$ cat src/rtl/ir_motor_ctrl.sv
// IR command byte to dual DC motor drive: input qualification, key decode,
// direction sequencing (run / brake ramp / dead time) and PWM generation.
module ir_motor_ctrl #(
  parameter int STABLE_CYCLES = 1024,
  parameter int RAMP_DIV      = 20000,
  parameter int PWM_DIV       = 4,
  parameter int DEAD_CYCLES   = 100000
) (
  input  logic       clk_in,
  input  logic       rst_n,
  input  logic [7:0] frame_db,
  output logic       cmd_valid,
  output logic       motor_l_in1,
  output logic       motor_l_in2,
  output logic       motor_r_in1,
  output logic       motor_r_in2,
  output logic       pwm_l,
  output logic       pwm_r,
  output logic [1:0] state,
  output logic [1:0] speed_level
);

  localparam int SW = $clog2(STABLE_CYCLES + 1);
  localparam int RW = $clog2(RAMP_DIV + 1);
  localparam int PW = $clog2(PWM_DIV + 1);
  localparam int DW = $clog2(DEAD_CYCLES + 1);
  localparam logic [SW-1:0] STAB_LAST = SW'(STABLE_CYCLES - 1);
  localparam logic [RW-1:0] RAMP_LAST = RW'(RAMP_DIV - 1);
  localparam logic [PW-1:0] PWM_LAST  = PW'(PWM_DIV - 1);
  localparam logic [DW-1:0] DEAD_LAST = DW'(DEAD_CYCLES - 1);

  typedef enum logic [1:0] {S_IDLE = 2'd0, S_RUN = 2'd1, S_BRAKE = 2'd2, S_DEAD = 2'd3} state_e;
  typedef enum logic [2:0] {K_NONE, K_FWD, K_REV, K_LEFT, K_RIGHT, K_STOP} key_e;

  function automatic key_e decode_key(input logic [7:0] b);
    case (b)
      8'h18:   return K_FWD;
      8'h52:   return K_REV;
      8'h08:   return K_LEFT;
      8'h5A:   return K_RIGHT;
      8'h1C:   return K_STOP;
      default: return K_NONE;
    endcase
  endfunction

  // {l_in1, l_in2, r_in1, r_in2}
  function automatic logic [3:0] pins_of(input key_e k);
    case (k)
      K_FWD:   return 4'b1010;
      K_REV:   return 4'b0101;
      K_LEFT:  return 4'b0110;
      K_RIGHT: return 4'b1001;
      default: return 4'b0000;
    endcase
  endfunction

  function automatic logic [7:0] level_duty(input logic [1:0] lvl);
    case (lvl)
      2'd0:    return 8'd64;
      2'd1:    return 8'd128;
      2'd2:    return 8'd192;
      default: return 8'd255;
    endcase
  endfunction

  function automatic logic [1:0] sat_level(input logic [1:0] lvl, input logic up, input logic dn);
    if (up && lvl != 2'd3) return lvl + 2'd1;
    if (dn && lvl != 2'd0) return lvl - 2'd1;
    return lvl;
  endfunction

  logic [7:0]    sync1_q, sync2_q, cand_q, acc_q, acc_d;
  logic [SW-1:0] stab_q, stab_d;
  logic          cmd_valid_q, cmd_valid_d;
  state_e        state_q, state_d;
  key_e          dir_cur_q, dir_cur_d, dir_pend_q, dir_pend_d;
  logic [DW-1:0] dead_q, dead_d;
  logic [1:0]    speed_q, speed_d;
  logic [7:0]    duty_q, duty_d;
  logic [RW-1:0] ramp_q, ramp_d;
  logic [PW-1:0] pdiv_q, pdiv_d;
  logic [7:0]    pcnt_q, pcnt_d;
  logic [3:0]    pins;

  key_e       cmd_key, pend_nxt;
  logic       is_motion, is_stop, ramp_tick, pwm_tick;
  logic [7:0] target;

  // stab_q is the run length of the value cand_q held; acceptance needs sync2_q to extend it
  always_comb begin
    stab_d      = (sync2_q != cand_q) ? SW'(1) : ((stab_q == '1) ? stab_q : stab_q + SW'(1));
    cmd_valid_d = (sync2_q == cand_q) && (stab_q >= STAB_LAST) && (sync2_q != acc_q);
    acc_d       = cmd_valid_d ? sync2_q : acc_q;
  end

  always_comb begin
    cmd_key    = cmd_valid_q ? decode_key(acc_q) : K_NONE;
    is_motion  = (cmd_key == K_FWD) || (cmd_key == K_REV) || (cmd_key == K_LEFT) || (cmd_key == K_RIGHT);
    is_stop    = (cmd_key == K_STOP);
    pend_nxt   = (is_motion || is_stop) ? cmd_key : dir_pend_q;
    state_d    = state_q;
    dir_cur_d  = dir_cur_q;
    dir_pend_d = dir_pend_q;
    dead_d     = dead_q;
    case (state_q)
      S_IDLE: if (is_motion) begin
        dir_cur_d = cmd_key;
        state_d   = S_RUN;
      end
      S_RUN: if ((is_motion && cmd_key != dir_cur_q) || is_stop) begin
        dir_pend_d = cmd_key;
        state_d    = S_BRAKE;
      end
      S_BRAKE: begin
        dir_pend_d = pend_nxt;
        if (duty_q == 8'd0) begin
          state_d = S_DEAD;
          dead_d  = DEAD_LAST;
        end
      end
      S_DEAD: begin
        dir_pend_d = pend_nxt;
        if (dead_q == '0) begin
          // a command landing on the expiry cycle still counts as the latest
          if (pend_nxt == K_STOP) state_d = S_IDLE;
          else begin
            dir_cur_d = pend_nxt;
            state_d   = S_RUN;
          end
        end else begin
          dead_d = dead_q - DW'(1);
        end
      end
      default: state_d = S_IDLE;
    endcase
  end

  always_comb begin
    speed_d   = sat_level(speed_q, cmd_valid_q && acc_q == 8'h46, cmd_valid_q && acc_q == 8'h15);
    ramp_tick = (ramp_q == RAMP_LAST);
    ramp_d    = ramp_tick ? '0 : ramp_q + RW'(1);
    target    = (state_q == S_RUN) ? level_duty(speed_q) : 8'd0;
    duty_d    = duty_q;
    if (ramp_tick && duty_q < target) duty_d = duty_q + 8'd1;
    else if (ramp_tick && duty_q > target) duty_d = duty_q - 8'd1;
    pwm_tick  = (pdiv_q == PWM_LAST);
    pdiv_d    = pwm_tick ? '0 : pdiv_q + PW'(1);
    pcnt_d    = pcnt_q;
    if (pwm_tick) pcnt_d = (pcnt_q == 8'd254) ? 8'd0 : pcnt_q + 8'd1;
    pins      = 4'b0000;
    if (state_q == S_RUN || state_q == S_BRAKE) pins = pins_of(dir_cur_q);
  end

  always_ff @(posedge clk_in or negedge rst_n) begin
    if (!rst_n) begin
      sync1_q     <= 8'h00;
      sync2_q     <= 8'h00;
      cand_q      <= 8'h00;
      stab_q      <= '0;
      acc_q       <= 8'h00;
      cmd_valid_q <= 1'b0;
      state_q     <= S_IDLE;
      dir_cur_q   <= K_NONE;
      dir_pend_q  <= K_NONE;
      dead_q      <= '0;
      speed_q     <= 2'd1;
      duty_q      <= 8'd0;
      ramp_q      <= '0;
      pdiv_q      <= '0;
      pcnt_q      <= 8'd0;
    end else begin
      sync1_q     <= frame_db;
      sync2_q     <= sync1_q;
      cand_q      <= sync2_q;
      stab_q      <= stab_d;
      acc_q       <= acc_d;
      cmd_valid_q <= cmd_valid_d;
      state_q     <= state_d;
      dir_cur_q   <= dir_cur_d;
      dir_pend_q  <= dir_pend_d;
      dead_q      <= dead_d;
      speed_q     <= speed_d;
      duty_q      <= duty_d;
      ramp_q      <= ramp_d;
      pdiv_q      <= pdiv_d;
      pcnt_q      <= pcnt_d;
    end
  end

  assign cmd_valid   = cmd_valid_q;
  assign state       = state_q;
  assign speed_level = speed_q;
  assign {motor_l_in1, motor_l_in2, motor_r_in1, motor_r_in2} = pins;
  assign pwm_l       = (pcnt_q < duty_q);
  assign pwm_r       = (pcnt_q < duty_q);

endmodule

$ cat config.mk
export PLATFORM = sky130hd
export DESIGN_NAME = ir_motor_ctrl
export DESIGN_NICKNAME = d
export VERILOG_FILES = /design/src/rtl/ir_motor_ctrl.sv
export SDC_FILE = /design/constraint.sdc
export NUM_CORES = 1
export LEC_CHECK = 0
export CORE_ASPECT_RATIO = 1.1
export CORE_UTILIZATION = 30
export DETAILED_ROUTE_END_ITERATION = 6
export PLACE_DENSITY_LB_ADDON = 0.2
export SLEW_MARGIN = 20
export SYNTH_ARGS = -nofsm -noshare
export SYNTH_HDL_FRONTEND = slang
export SYNTH_SLANG_ARGS = --single-unit
$ cat constraint.sdc
create_clock -name clk_in -period 6.25 [get_ports clk_in]
set_input_delay 1.875 -clock clk_in [delete_from_list [all_inputs] [get_ports clk_in]]
set_output_delay 1.875 -clock clk_in [all_outputs]
set_load 0.01 [all_outputs]
==> results of run 1 <==
## Yosys cell counts (3+ instances only)
cell,n
or3_1,4
buf_2,5
nand2b_1,10
xor2_1,33
o21ai_0,27
dfrtp_1,104
nand2_1,45
nor4_1,10
xnor2_1,23
mux2_2,10
nor3_1,10
and3_1,12
mux2i_1,5
a21o_1,7
or2_2,3
nand3b_1,3
nor2_1,45
a31oi_1,5
nor2b_1,9
ha_1,35
a211oi_1,3
inv_1,21
nand4_1,7
a21oi_2,3
clkbuf_1,6
nor3b_1,5
nand3_1,22
a21boi_0,3
o21bai_1,4
and2_1,6
a21oi_1,22
## through the flow
stage / total power [W] / area [sq um]
after CTS: 0.001295 / 6367
after global routing: 0.001324 / 6367
after detailed placement: 0.0007334 / 6083
after floorplan: 0.0007102 / 5612
after global placement: 0.0007327 / 6083
final: 0.001266 / 6367
## cell families after synthesis
family	count (synthesis)
AOI/OAI and AO/OA	102
xor gates and xnor gates	56
adders and majority gates	36
buffers and inverters	34
DFF	105
muxes	15
and+or+nand+nor	201
## worst max-delay path, cell delays in order (launching register included)
cell	delay, ns
dfrtp_1	0.43
inv_1	0.12
ha_1	0.23
nand2_1	0.18
ha_1	0.33
nor2b_1	0.14
o211ai_1	0.15
a21oi_1	0.10
a2111oi_2	0.53
nand2_1	0.31
ha_1	0.39
a21o_1	0.17
a211oi_1	0.30
o21bai_1	0.15
a21o_1	0.20
a2111o_1	0.40
a21boi_0	0.21
xnor2_1	0.14
## worst max path at each step
stage / end / slack [ns] / cells after the start
floorplan: duty_q[7] / 2.23 / 17
global placement: duty_q[7] / 1.90 / 17
detailed placement: duty_q[7] / 1.69 / 17
CTS: duty_q[7] / 1.67 / 17
global route: duty_q[7] / 1.33 / 17
finish: duty_q[7] / 1.70 / 17
## power by group through the flow
stage	logic, W	clock network, W	registers (W)
3_5_place_dp	0.0000274	0	0.000706
4_1_cts	0.0000276	0.000575	0.000692
6_report	0.0000255	0.000548	0.000692
5_1_grt	0.0000302	0.000600	0.000694
3_3_place_gp	0.0000268	0	0.000706
2_1_floorplan	0.00000573	0	0.000704
## area by class of cell
cell class / instances / area share [%]
Timing Repair Buffer: 23 / 3.458
Clock buffer: 10 / 3.753
Multi-Input combinational cell: 410 / 44.78
Tap cell: 243 / 4.775
Clock inverter: 5 / 0.7074
Sequential cell: 105 / 41.29
Inverter: 21 / 1.238
## flip-flops by register name (all words and copies together) (netlist names)
signal and cells:
stab_q 11, dir_pend_q 3, speed_level 2, sync2_q 8, pcnt_q 8, ramp_q 15
state 2, pdiv_q 3, cand_q 8, acc_q 8, sync1_q 8, cmd_valid 1
dir_cur_q 3, dead_q 17, duty_q 8
## per-layer routing
layer | track usage (%) | vias to the layer above | share of wire (%)
met5 | 0 | - | 0
met4 | 5.517 | 0 | 1.7
met3 | 2.125 | 11 | 2.2
met2 | 19.71 | 37 | 47
met1 | 16.44 | 1932 | 49
li1 | - | 1989 | -
==> impl_metrics.yaml, run 1 <==
yosys:
  synth_top_family_by_area: "simple AND/OR/NAND/NOR gates"
  synth_ff_type: "dfrtp_1"
  synth_area_leaders: "dfrtp_1, ha_1, xor2_1"
  synthMuxAreaShare_pct: 2.899
  syn_inst: 549
  syn-cell-area_sq_um: 5612
  synth_largest_area_cell: "dfrtp_1"
  synthSimpleGateAreaFrac_pct: 18.48
  syn_nets: 595
  seq_area_frac_synth_pct: 46.85
  ys_warn_count: 0
  synth_compound_gate_area_share_pct: 12.42
  ys_ff_latch: 105
  ys_types: 67
  synth_fa_ha_area_share_pct: 8.161
  synth_top_area_share_pct: 46.38
  synth-edff-count: 0
  avgSynthCellArea_sq_um: 10.22
  synth_xor_area_share_pct: 8.740
  async_reset_ff_share_pct: 100.0
place:
  dp.cells: 802
  finalWeightedCongestion: 0.8021
  post-dp-hpwl_mm: 7.926
  pre_cts_ws_ns: 1.686
  port-buffer-count: 20
worst_setup_path:
  cp_max_fo: 7
  cp.required_ns: 6.53
  start_kind: "register"
  worstSetupPathType: "reg -> reg"
  r2r_start: "state[1]"
  crit_path_start: "state[1]"
  r2r-end: "duty_q[7]"
  r2r_slack_ns: 1.70
  r2r_cells: 17
  worst_setup_path_end_kind: "register"
  crit_arrival_ns: 4.83
power_and_ir_drop:
  power_density_nw_per_um2: 198.8
  sw_frac_of_total_pct: 22.46
  ir_drop_mv: 0.1072
  intPower_w: 0.0009817
  p_leak_nw: 2.829
  p_switching_w: 0.0002843
  pwr-share-comb_pct: 2.0
  clkPwrFrac_pct: 43.3
  p_seq_share_pct: 54.7
hold_path:
  worstHoldStart: "sync1_q[7]"
  hold_class: "reg -> reg"
  min_path_cells: 0
  min_to: "sync2_q[7]"
layout:
  final_cell_mix: "dfrtp_1, nand2_1, nor2_1"
  area_growth_pct: 13.47
  diodes: 0
  final_cell_count_no_fill: 817
  nets: 616
  fillerInstances: 1888
  final_util_pct: 34.70
  multi_input_comb_area_sq_um: 2851
  drive_gt1_share_pct: 8.362
  final_common_cell: "dfrtp_1"
  register_area_sq_um: 2629
die:
  io_pins: 21
  die-area_sq_um: 19260
  rows: 52
  die_width_um: 132.4
  coreArea_sq_um: 18350
  initial_core_util_pct: 30.59
  die_h_um: 145.4
sta:
  fin_crit_sh_pct: 72.82
  slew_headroom_pct: 44.64
  worstMarginPinSlew_ns: 0.8304
  fin_ws_ns: 1.699
  max_freq_ghz: 0.2197
  setup_viol: 0
  fin_crit_ns: 4.551
  drv_slew: 0
  grt_setup_unrepaired: "false"
  hold_viol: 0
  finalClockSkew_ns: 0.005784
  hold_ws_ns: 0.3470
  tns_ns: 0
clocking:
  insertion_delay_ns: 0.35
  cts-resized-gates: 0
  root_buffer: "clkbuf_16"
  cts_buffers: 9
  cts_tree: "built"
  hold_buffers: 0
  clk_pin_slew_ns: 0.07
  clockBufferDepth: 2
  cts_num_sinks: 105
  cts.htree.levels: 3
  post-cts-setup-buffers: 0
global_route:
  antenna_found_initial: 0
  grt_overflow_total: 0
  track_usage_pct: 12.37
  grt_first_pass_wirelength_mm: 19.14
  grt_pass1_vias: 3962
  grt_max_degree: 65
route:
  dr.pass1.iters: 5
  wl_per_cell_um: 13.45
  drc: 0
  avgViaCountPerCell: 4.858
  antenna_left: 0
  drtIter0Drc: 209
  routed_wl_mm: 10.99
  num_vias: 3969
status:
  status: "finished clean"
job:
  drv_cap: 0
(Power assumes the default switching activity.)
==> run 2, diff against run 1 <==
==> constraint.sdc (replaced) <==
create_clock -name clk_in -period 4.65 [get_ports clk_in]
set_input_delay 1.395 -clock clk_in [delete_from_list [all_inputs] [get_ports clk_in]]
set_output_delay 1.395 -clock clk_in [all_outputs]
set_load 0.01 [all_outputs]
==> run 2 against run 1 <==
Against the previous run: final area up 0.67%; fmax up 8.4%; via count down 0.18%; flip-flop and latch count unchanged; die area unchanged; largest cell class unchanged.
==> impl_metrics.yaml, run 2 (same netlist as run 1, synthesis figures left out) <==
clocking:
  clk_pin_slew_ns: 0.08
  cts_buffers: 9
  root_buffer: "clkbuf_16"
  clockBufferDepth: 2
  cts_num_sinks: 105
  insertion_delay_ns: 0.35
  hold_buffers: 0
  cts_tree: "built"
  cts.htree.levels: 3
sta:
  tns_ns: 0
  grt_setup_unrepaired: "false"
  fin_crit_ns: 4.201
  slew_headroom_pct: 50.88
  hold_viol: 0
  drv_slew: 0
  finalClockSkew_ns: 0.008022
  fin_crit_sh_pct: 90.34
  max_freq_ghz: 0.2381
  worstMarginPinSlew_ns: 0.7354
  setup_viol: 0
  hold_ws_ns: 0.3468
hold_path:
  hold_class: "reg -> reg"
worst_setup_path:
  cpMostUsedCell: "ha_1"
  start_kind: "register"
  cp.required_ns: 4.92
  r2r_slack_ns: 0.45
  worstSetupPathType: "reg -> reg"
  crit_arrival_ns: 4.47
  cp_max_fo: 7
  worst_setup_path_end_kind: "register"
  cpMaxStageDelayCell: "dfrtp_1"
  path_cells: "inv_1 > ha_1 > nand2_1 > ha_1 > nor2b_1 > o211ai_1 > a21oi_1 > a2111oi_4 > nand2_2 > ha_1 > a21o_1 > a211oi_1 > o21bai_1 > a21o_1 > a2111o_1 > a21boi_0 > xnor2_1"
  slowest_delay_ns: 0.43
power_and_ir_drop:
  power_density_nw_per_um2: 270.9
  p_leak_nw: 2.843
  power_w: 0.001736
  ir_drop_mv: 0.1402
layout:
  final_cell_count_no_fill: 820
  largest_reg_flops: 17
  drive_gt1_share_pct: 8.839
  diodes: 0
  max_flop_register: "dead_q"
  nets: 618
  final_common_cell: "dfrtp_1"
  fillerInstances: 1855
  largestRegisters: "dead_q (17), ramp_q (15), stab_q (11)"
  area_growth_pct: 14.23
  final_cell_mix: "dfrtp_1, nor2_1, nand2_1"
  fin_area_sq_um: 6410
place:
  dp.cells: 804
  post-dp-hpwl_mm: 8.072
  placed_area_sq_um: 6098
  finalWeightedCongestion: 0.8106
  port-buffer-count: 20
route:
  drc: 0
  num_vias: 3962
  routed_wl_mm: 11.11
  wl_per_cell_um: 13.54
  avgViaCountPerCell: 4.832
  drtIter0Drc: 247
  dr.pass1.iters: 4
  antenna_left: 0
die:
  die_h_um: 145.4
  die-area_sq_um: 19260
  initial_core_util_pct: 30.59
  io_pins: 21
  die_width_um: 132.4
  rows: 52
  coreArea_sq_um: 18350
global_route:
  grt_overflow_total: 0
  antenna_found_initial: 0
  grt_max_degree: 38
  grt_first_pass_wirelength_mm: 19.79
  track_usage_pct: 12.61
  grt_pass1_vias: 4167
status:
  status: "finished clean"
job:
  drv_cap: 0
## run 2: per-layer routing
| layer | routed length [um] | track usage, % |
|---|---|---|
| met1 | 5517 | 16.71 |
| met2 | 5203 | 20.58 |
| met3 | 190 | 2.020 |
| met4 | 193 | 4.943 |
| met5 | 0 | 0 |
## run 2: worst max-delay path: cells and delay by family (launching register included)
| family | cells | cell delay (ns) |
|---|---|---|
| AND/OR/NAND/NOR | 3 | 0.53 |
| flip-flops | 1 | 0.43 |
| buffers and inverters | 1 | 0.11 |
| AO/OA/AOI/OAI | 9 | 2.05 |
| adder cells (fa/ha/maj) | 3 | 0.87 |
| XOR/XNOR | 1 | 0.14 |
## run 2: power breakdown
| group | internal, W | total [W] | switching, W |
|---|---|---|---|
| logic | 0.0000122 | 0.0000351 | 0.0000229 |
| registers | 0.000923 | 0.000931 | 0.00000779 |
| clock network | 0.000420 | 0.000770 | 0.000350 |
## run 2: final timing paths
kind | startpoint | end | cells after the start
min | sync1_q[5] | sync2_q[5] | 0
min in group asynchronous | rst_n | dead_q[14] | 1
max | state[1] | duty_q[7] | 17
max in group asynchronous | rst_n | speed_level[0] | 2
max reg2reg | state[1] | duty_q[7] | 17
min reg2reg | sync1_q[5] | sync2_q[5] | 0
## run 2: repair_timing
action	4_1_cts	5_1_grt
buffers inserted	0	0
gates resized for setup	0	2
setup endpoints to repair	0	1
## run 2: final cells by class
class                           count  area, sq um  share of cell area (%)
Clock inverter                      6        67.56                   1.054
Inverter                           21        78.83                   1.230
Sequential cell                   105         2629                   41.01
Tap cell                          243        304.0                   4.743
Timing Repair Buffer               25        235.2                   3.670
Multi-Input combinational cell    410         2867                   44.72
Clock buffer                       10        229.0                   3.572
## run 2: stage by stage
stage / utilization [%] / setup slack (ns)
6_report: 34.94 / 0.4493
5_1_grt: 34.94 / 0.1062
4_1_cts: 34.85 / 0.04433
3_5_place_dp: 33.24 / 0.05788
3_3_place_gp: 33.24 / 0.3375
2_1_floorplan: - / 0.6294
